[src/rtl/mem_burst_splitter.sv]
// Splits byte-addressed memory requests into chunks that never cross a
// 2^BOUNDARY_LOG2 boundary and never exceed 2^MAX_BURST_LOG2 bytes.
module mem_burst_splitter #(
    parameter int ADDR_WIDTH     = 64,
    parameter int REQ_SIZE_WIDTH = 16,
    parameter int BOUNDARY_LOG2  = 12,
    parameter int MAX_BURST_LOG2 = 8
) (
    input  logic                      clk,
    input  logic                      reset,
    input  logic                      in_valid,
    output logic                      in_ready,
    input  logic [ADDR_WIDTH-1:0]     in_addr,
    input  logic [REQ_SIZE_WIDTH-1:0] in_size,
    input  logic                      split_en,
    output logic                      out_valid,
    input  logic                      out_ready,
    output logic [ADDR_WIDTH-1:0]     out_addr,
    output logic [REQ_SIZE_WIDTH-1:0] out_size,
    output logic                      out_first,
    output logic                      out_last,
    output logic [REQ_SIZE_WIDTH-1:0] chunk_idx,
    output logic                      busy
);

    localparam logic [0:0] IDLE  = 1'b0;
    localparam logic [0:0] ISSUE = 1'b1;

    // Wide enough for both the remaining count and the distance to the boundary.
    localparam int CW = ((REQ_SIZE_WIDTH > BOUNDARY_LOG2) ? REQ_SIZE_WIDTH : BOUNDARY_LOG2) + 1;

    logic [0:0]                state_reg;
    logic [ADDR_WIDTH-1:0]     cur_addr_reg;
    logic [REQ_SIZE_WIDTH-1:0] remaining_reg;
    logic [REQ_SIZE_WIDTH-1:0] chunk_idx_reg;
    logic                      mode_reg;

    logic [CW-1:0]             rem_ext;
    logic [CW-1:0]             bnd_room;
    logic [CW-1:0]             max_burst;
    logic [CW-1:0]             split_size;
    logic [REQ_SIZE_WIDTH-1:0] chunk_size;

    always_comb begin
        rem_ext    = CW'(remaining_reg);
        bnd_room   = (CW'(1) << BOUNDARY_LOG2) - CW'(cur_addr_reg[BOUNDARY_LOG2-1:0]);
        max_burst  = CW'(1) << MAX_BURST_LOG2;
        split_size = rem_ext;
        if (bnd_room < split_size) begin
            split_size = bnd_room;
        end
        if (max_burst < split_size) begin
            split_size = max_burst;
        end
        // split_size never exceeds remaining, so truncation is lossless.
        chunk_size = mode_reg ? REQ_SIZE_WIDTH'(split_size) : remaining_reg;
    end

    assign in_ready  = (state_reg == IDLE) && reset;
    assign out_valid = (state_reg == ISSUE);
    assign busy      = (state_reg == ISSUE);
    assign out_addr  = cur_addr_reg;
    assign out_size  = chunk_size;
    assign chunk_idx = chunk_idx_reg;
    assign out_first = (chunk_idx_reg == '0);
    assign out_last  = (chunk_size == remaining_reg);

    always_ff @(posedge clk or negedge reset) begin
        if (!reset) begin
            state_reg     <= IDLE;
            cur_addr_reg  <= '0;
            remaining_reg <= '0;
            chunk_idx_reg <= '0;
            mode_reg      <= 1'b0;
        end else begin
            case (state_reg)
                IDLE: begin
                    // Zero-length requests are consumed without producing a chunk.
                    if (in_valid && (in_size != '0)) begin
                        cur_addr_reg  <= in_addr;
                        remaining_reg <= in_size;
                        mode_reg      <= split_en;
                        chunk_idx_reg <= '0;
                        state_reg     <= ISSUE;
                    end
                end
                ISSUE: begin
                    if (out_ready) begin
                        if (out_last) begin
                            state_reg <= IDLE;
                        end else begin
                            cur_addr_reg  <= cur_addr_reg + ADDR_WIDTH'(chunk_size);
                            remaining_reg <= remaining_reg - chunk_size;
                            chunk_idx_reg <= chunk_idx_reg + REQ_SIZE_WIDTH'(1);
                        end
                    end
                end
                default: state_reg <= IDLE;
            endcase
        end
    end

endmodule

[config.mk]
export PLATFORM = sky130hd
export DESIGN_NAME = mem_burst_splitter
export DESIGN_NICKNAME = d
export VERILOG_FILES = /design/src/rtl/mem_burst_splitter.sv
export SDC_FILE = /design/constraint.sdc
export NUM_CORES = 1
export LEC_CHECK = 0
export ABC_AREA = 1
export BUFFER_PORTS_ARGS = -buffer_cell sky130_fd_sc_hd__buf_2
export CAP_MARGIN = 25
export CORE_UTILIZATION = 57
export DETAILED_ROUTE_END_ITERATION = 7
export PLACE_DENSITY = 0.82
export SLEW_MARGIN = 20
export SYNTH_ARGS = -nofsm -noshare
export SYNTH_HDL_FRONTEND = slang
export SYNTH_SLANG_ARGS = --single-unit
[constraint.sdc]
create_clock -name clk -period 6.3 [get_ports clk]
set_input_delay 0.315 -clock clk [delete_from_list [all_inputs] [get_ports clk]]
set_output_delay 0.315 -clock clk [all_outputs]
set_load 0.005 [all_outputs]
==> results.toml, run 1 <==
[worst_setup_path]
max_stage_delay_ps = 410
path_buf_inv = 4
crit_arrival_ps = 6080
endpoint_kind = "flip-flop"
cp_top_family = "simple AND/OR/NAND/NOR gates"
cp_data_required_time_ps = 6530
cp_slowest_cell = "dfrtp_1"
path_class = "flip-flop to flip-flop"
startpoint_type = "flip-flop"
path_max_fanout = 14

[route]
wl_per_cell_microns = 17.06
drt_wl_total_microns = 32470
vias = 10870
ant_nets = 0
route.detailed.drc = 0
drtIter0Drc = 1018
dr.pass1.iters = 6
routed_via_density = 5.713

[cts]
cts.sinks = 98
path_clk_slew_ps = 80
cts-htree-levels = 3
clock_latency_ps = 370
cts_tree = "yes"
cts_buffers = 9
root_buffer = "clkbuf_16"
clk_path_buf_depth = 2

[cells_and_area]
post-route-util = 0.6767
fill_cells = 1504
drive_gt1_frac = 0.1500
fin_nets = 1815
final_cell_mix = "nand2_1 (455), inv_1 (194), buf_2 (184)"
final_common_cell = "nand2_1"
synthToLayoutAreaGrowth_pct = 15.36
largest_reg_flops = 64
antenna_cells = 0

[die]
fp.dieArea_sq_um = 16920
placeableCoreArea_sq_um = 15940
die-height_microns = 130.1
rows = 46
start_util = 0.5866
io_pins = 186
die_w_microns = 130.1

[global_routing]
grt_pass1_wl_microns = 49710
grt_max_degree = 88
grt_pass1_vias = 9400
overflow = 0
grt_use_total = 0.3854
antenna_found_initial = 2

[logic_synthesis]
synthCells = 1521
synth_fp_nets = 1654
syn_avg_cell_area_sq_um = 6.148
synth.distinct_cells = 54
synth_top_area_cell = "dfrtp_1"
synth_top_area_share = 0.2622
synth_area_leaders = "dfrtp_1 (26%), nand2_1 (18%), inv_1 (7.8%)"
syn-cell-area_sq_um = 9351
synth-seq-area-share = 0.2622
yosys_warnings = 0
yosys_register_bits = 98

[worst_hold_path]
hold_class = "input pin to flip-flop"

[placed_design]
port-buffer-count = 185
place_congestion = 1.012
dp_hpwl_microns = 25260

[pwr]
finalPower_uw = 4349
p_leak_uw = 0.005697
ir_worst_vdd_mv = 0.2395
power_density_nw_per_um2 = 403.2

[sta]
fin_crit_sh = 0.9287
worst_pin_slew_ps = 953.9
period_needed_ps = 5851
finalSetupViolations = 0
hold_viol = 0
final.setup.tns_ps = 0
rsz0062_at_grt = "no"
fmax_mhz = 170.9
clock_skew_ps = 11.44
slew_headroom = 0.3641
report.final.slew_viol_count = 0

[flow_run]
max-cap-violations = 0

[run_status]
outcome = "finished, final reports clean"
-- worst paths after layout --
path                            slack (ps)                          start  depth (start not counted)                             to
worst max-delay path                   450        out_addr[1]$_DFFE_PN0P_                         33       out_addr[16]$_DFFE_PN0P_
worst min-delay path                   160                       split_en                          3           mode_reg$_DFFE_PN0P_
worst max register to register         450        out_addr[1]$_DFFE_PN0P_                         33       out_addr[16]$_DFFE_PN0P_
min in group asynchronous              480                          reset                          2       chunk_idx[5]$_DFFE_PN0P_
max in group asynchronous             4580                          reset                          3                 busy$_DFF_PN0_
worst min register to register         530  remaining_reg[14]$_DFFE_PN0P_                          2  remaining_reg[14]$_DFFE_PN0P_
-- logic make-up after synthesis --
group | Yosys count | share of synthesized area
and+or+nand+nor | 859 | 0.3938
buffers and inverters | 246 | 0.1029
AOI/OAI and AO/OA | 235 | 0.1424
DFF | 98 | 0.2622
adders and majority gates | 48 | 0.06583
xor gates and xnor gates | 34 | 0.03184
muxes | 1 | 0.001070
-- routing by layer --
layer | wire length, microns | up-vias | GRT usage
met3 | 3751 | 64 | 0.1103
met4 | 734 | 4 | 0.1081
met1 | 14360 | 4945 | 0.5562
met5 | 24 | - | 0
li1 | - | 5284 | -
met2 | 13610 | 574 | 0.5563
-- what timing repair did --
action / 4_1_cts / 5_1_grt
gates resized for setup: 0 / 6
hold buffers: 1 / 0
setup endpoints to repair: 0 / 14
endpoints found under the hold margin: 41 / 0
buffers inserted: 0 / 3
-- cell type report --
class                   instances  area (sq um)  area share
repair buffers                196          1039     0.09627
clock inverters                 7         93.84    0.008699
flip-flops and latches         98          2454      0.2274
well taps                     216         270.3     0.02505
inverters                     200         750.7     0.06959
multi-input cells            1177          5956      0.5521
clock buffers                   9         225.2     0.02088
-- synthesized netlist by cell type, drive strengths merged --
| library cell | count |
|---|---|
| nand2 | 461 |
| inv | 199 |
| nor2 | 172 |
| nand3 | 117 |
| dfrtp | 98 |
| o21ai | 94 |
| a21oi | 71 |
| ha | 46 |
| a31oi | 33 |
| nand4 | 29 |
| buf | 27 |
| nor3 | 27 |
| xor2 | 20 |
| clkbuf | 19 |
| or2 | 18 |
| nor4 | 14 |
| xnor2 | 14 |
| nand3b | 12 |
| o211ai | 12 |
| a21o | 6 |
| a21boi | 5 |
| nor3b | 3 |
| a22oi | 2 |
| and2 | 2 |
| and3 | 2 |
| fa | 2 |
| o21a | 2 |
| o21bai | 2 |
| o22ai | 2 |
| o31ai | 2 |
| a211oi | 1 |
| a221oi | 1 |
| a31o | 1 |
| clkinv | 1 |
| mux2i | 1 |
| nand2b | 1 |
| nor4b | 1 |
| o211a | 1 |
-- worst register-to-register path, delay by kind of cell, from the launching register on --
family / cells / cell delay [ps]
DFF: 1 / 410
AOI/OAI and AO/OA: 7 / 1470
and+or+nand+nor: 19 / 2470
adders and majority gates: 3 / 860
buffers and inverters: 4 / 520
-- through the flow --
stage | setup WS (ps) | cells | area, sq um | hold WS [ps]
final | 449.5 | 1903 | 10790 | 158.5
after global routing | 43.77 | 1903 | 10790 | 181.1
after CTS | 269.8 | 1900 | 10750 | 165.0
after detailed placement | 291.1 | 1883 | 10430 | 339.5
after global placement | 318.2 | 1883 | 10430 | 333.8
after floorplan | 1364 | 1521 | 9351 | 19.41
-- power breakdown --
part	internal [uW]	total [uW]	switching, uW	leakage, uW
sequential	813	1090	278	0.00109
clock	320	620	300	0.000153
combinational	967	2640	1670	0.00446
(Power assumes the default switching activity.)
==> inputs of run 2 (changes only) <==
- ABC_AREA: 1 -> not set
- CORE_UTILIZATION: 57 -> 55
- clock period: 6.3 -> 6.5 ns (I/O delays scaled with it)
==> results.toml, run 2 <==
[run_status]
outcome = "finished, violations left"
violations = "negative hold slack"

[logic_synthesis]
synth_fp_nets = 1098
syn_avg_cell_area_sq_um = 8.085
synth_flop_cell = "dfrtp_1"
synth_compound_area_frac = 0.2518
synthXorXnorAreaFrac = 0.04602
yosys_warnings = 0
async_flop_share = 1.000
synth_top_area_cell = "dfrtp_1"
synth.distinct_cells = 80
synthCells = 965
synth_edf_count = 0
syn-cell-area_sq_um = 7802
yosys_register_bits = 98
synth_fa_ha_area_frac = 0.07890
netlist_top_cells_count = "dfrtp_1 (98), nand2_1 (98), nor2_1 (94), a21oi_1 (91), o21ai_0 (51)"
synth_top_family_by_area = "compound AO/OA/AOI/OAI gates"
synth_mux_area_frac = 0.02566
synth-simple-area-share = 0.2362
synth_top_area_share = 0.3143
synth_area_leaders = "dfrtp_1 (31%), ha_1 (7.4%), a21oi_1 (5.8%)"
synth-seq-area-share = 0.3143

[sta]
report.final.slew_viol_count = 0
period_needed_ps = 6139
hold_viol = 8
finalSetupViolations = 0
clock_skew_ps = 11.92
worst_pin_slew_ps = 1011
final.setup.tns_ps = 0
hold_slack_ps = -12.14
fmax_mhz = 162.9
fin_crit_sh = 0.9445
slew_headroom = 0.3236

[cts]
root_buffer = "clkbuf_16"
clock_latency_ps = 370
clk_path_buf_depth = 2
cts-htree-levels = 3
cts_buffers = 9
path_clk_slew_ps = 80
cts_tree = "yes"
cts.sinks = 98
cts_hold_buf = 0

[cells_and_area]
synthToLayoutAreaGrowth_pct = 19.42
largest_reg_flops = 64
fin_nets = 1267
antenna_cells = 0
drive_gt1_frac = 0.2274
fill_cells = 1213
final_common_cell = "buf_2"
final_cell_mix = "buf_2 (184), nand2_1 (97), dfrtp_1 (97)"

[global_routing]
overflow = 0
grt_pass1_vias = 7170
grt_use_total = 0.3168
antenna_found_initial = 0
grt_max_degree = 104
grt_pass1_wl_microns = 36520

[die]
fp.dieArea_sq_um = 14670
rows = 43
placeableCoreArea_sq_um = 13880
die_w_microns = 121.1
start_util = 0.5621
die-height_microns = 121.1
io_pins = 186

[route]
dr.pass1.iters = 6
drtIter0Drc = 715
wl_per_cell_microns = 17.68
routed_via_density = 6.178
vias = 8149
ant_nets = 0
drt_wl_total_microns = 23320
route.detailed.drc = 0

[worst_setup_path]
r2r_slack_ps = 360
crit_arrival_ps = 6420
reg2reg_from = "out_addr[1]$_DFFE_PN0P_"
rr_worst_depth = 27
path_max_fanout = 6
endpoint_kind = "flip-flop"
max_stage_delay_ps = 570
cp_data_required_time_ps = 6790
path_buf_inv = 5
cp_top_family = "compound AO/OA/AOI/OAI gates"
startpoint_type = "flip-flop"
cp_slowest_cell = "or4_4"
path_class = "flip-flop to flip-flop"
r2r-end = "out_addr[30]$_DFFE_PN0P_"

[flow_run]
max-cap-violations = 0

[placed_design]
dp_hpwl_microns = 17050
port-buffer-count = 185
place_congestion = 0.9277

[pwr]
ir_worst_vdd_mv = 0.2103
power_density_nw_per_um2 = 506.6
finalPower_uw = 4721
p_leak_uw = 0.004282

[worst_hold_path]
hold_class = "input pin to asynchronous set/reset pin"
run 2: changes by cell type after synthesis, moves of 13 or more:
| cell | change |
|---|---|
| nor2_1 | -74 |
| clkbuf_1 | +17 |
| nand2_1 | -359 |
| mux2i_1 | +19 |
| a2bb2oi_1 | +23 |
| a21oi_1 | +20 |
| o22ai_1 | +24 |
| a31oi_1 | -17 |
| inv_1 | -150 |
| nor2b_1 | +15 |
| buf_2 | -13 |
| nand3_1 | -69 |
| o21ai_0 | -37 |
| or2_2 | -14 |
run 2: report_power, final:
group / internal [uW] / switching (uW)
Combinational: 1290 / 1590
Clock: 313 / 257
Sequential: 865 / 401
Total: 2470 / 2250
run 2: how the worst max path moves through the flow:
stage	cells past startpoint	slack (ps)	endpoint	startpoint
finish	27	360	out_addr[30]$_DFFE_PN0P_	out_addr[1]$_DFFE_PN0P_
floorplan	24	890	out_addr[42]$_DFFE_PN0P_	out_addr[1]$_DFFE_PN0P_
global route	27	-80	out_addr[30]$_DFFE_PN0P_	out_addr[1]$_DFFE_PN0P_
CTS	25	140	out_addr[50]$_DFFE_PN0P_	out_addr[1]$_DFFE_PN0P_
global placement	25	440	out_addr[48]$_DFFE_PN0P_	out_addr[1]$_DFFE_PN0P_
detailed placement	25	170	out_addr[50]$_DFFE_PN0P_	out_addr[1]$_DFFE_PN0P_
run 2: layer usage:
metal	share of wire	global-route usage	up-vias
met2	0.44	0.4782	381
li1	-	-	3898
met3	0.076	0.03430	52
met1	0.45	0.4608	3818
met5	0	0	-
met4	0.033	0.1281	0
run 2: per-stage QoR:
step	cell area, sq um	std cells	setup slack [ps]	util	hold WS (ps)
floorplan	7802	965	886.2	-	29.41
finish	9318	1319	360.9	0.6713	-12.14
global route	9318	1319	-84.27	0.6713	46.97
detailed placement	8907	1297	167.0	0.6417	404.6
CTS	9215	1313	137.7	0.6639	16.81
global placement	8907	1297	437.5	0.6417	402.5
run 2: logic make-up after synthesis:
family          after synthesis
simple gates                368
xor+xnor                     41
mux                          20
buf+inv                      93
flops                        98
compound gates              297
fa+ha+maj                    48
run 2: timing repair:
| action | in CTS | in global routing |
|---|---|---|
| resized for setup | 0 | 13 |
| setup buffers | 0 | 6 |
| endpoints found under the setup margin | 0 | 63 |
run 2: final cells by class:
cell class / count / area [sq um] / area share
Multi-Input combinational cell: 774 / 5064 / 0.5434
Clock inverter: 6 / 68.82 / 0.007386
Clock buffer: 10 / 239.0 / 0.02565
Inverter: 46 / 172.7 / 0.01853
Tap cell: 180 / 225.2 / 0.02417
Timing Repair Buffer: 205 / 1092 / 0.1172
Sequential cell: 98 / 2456 / 0.2636
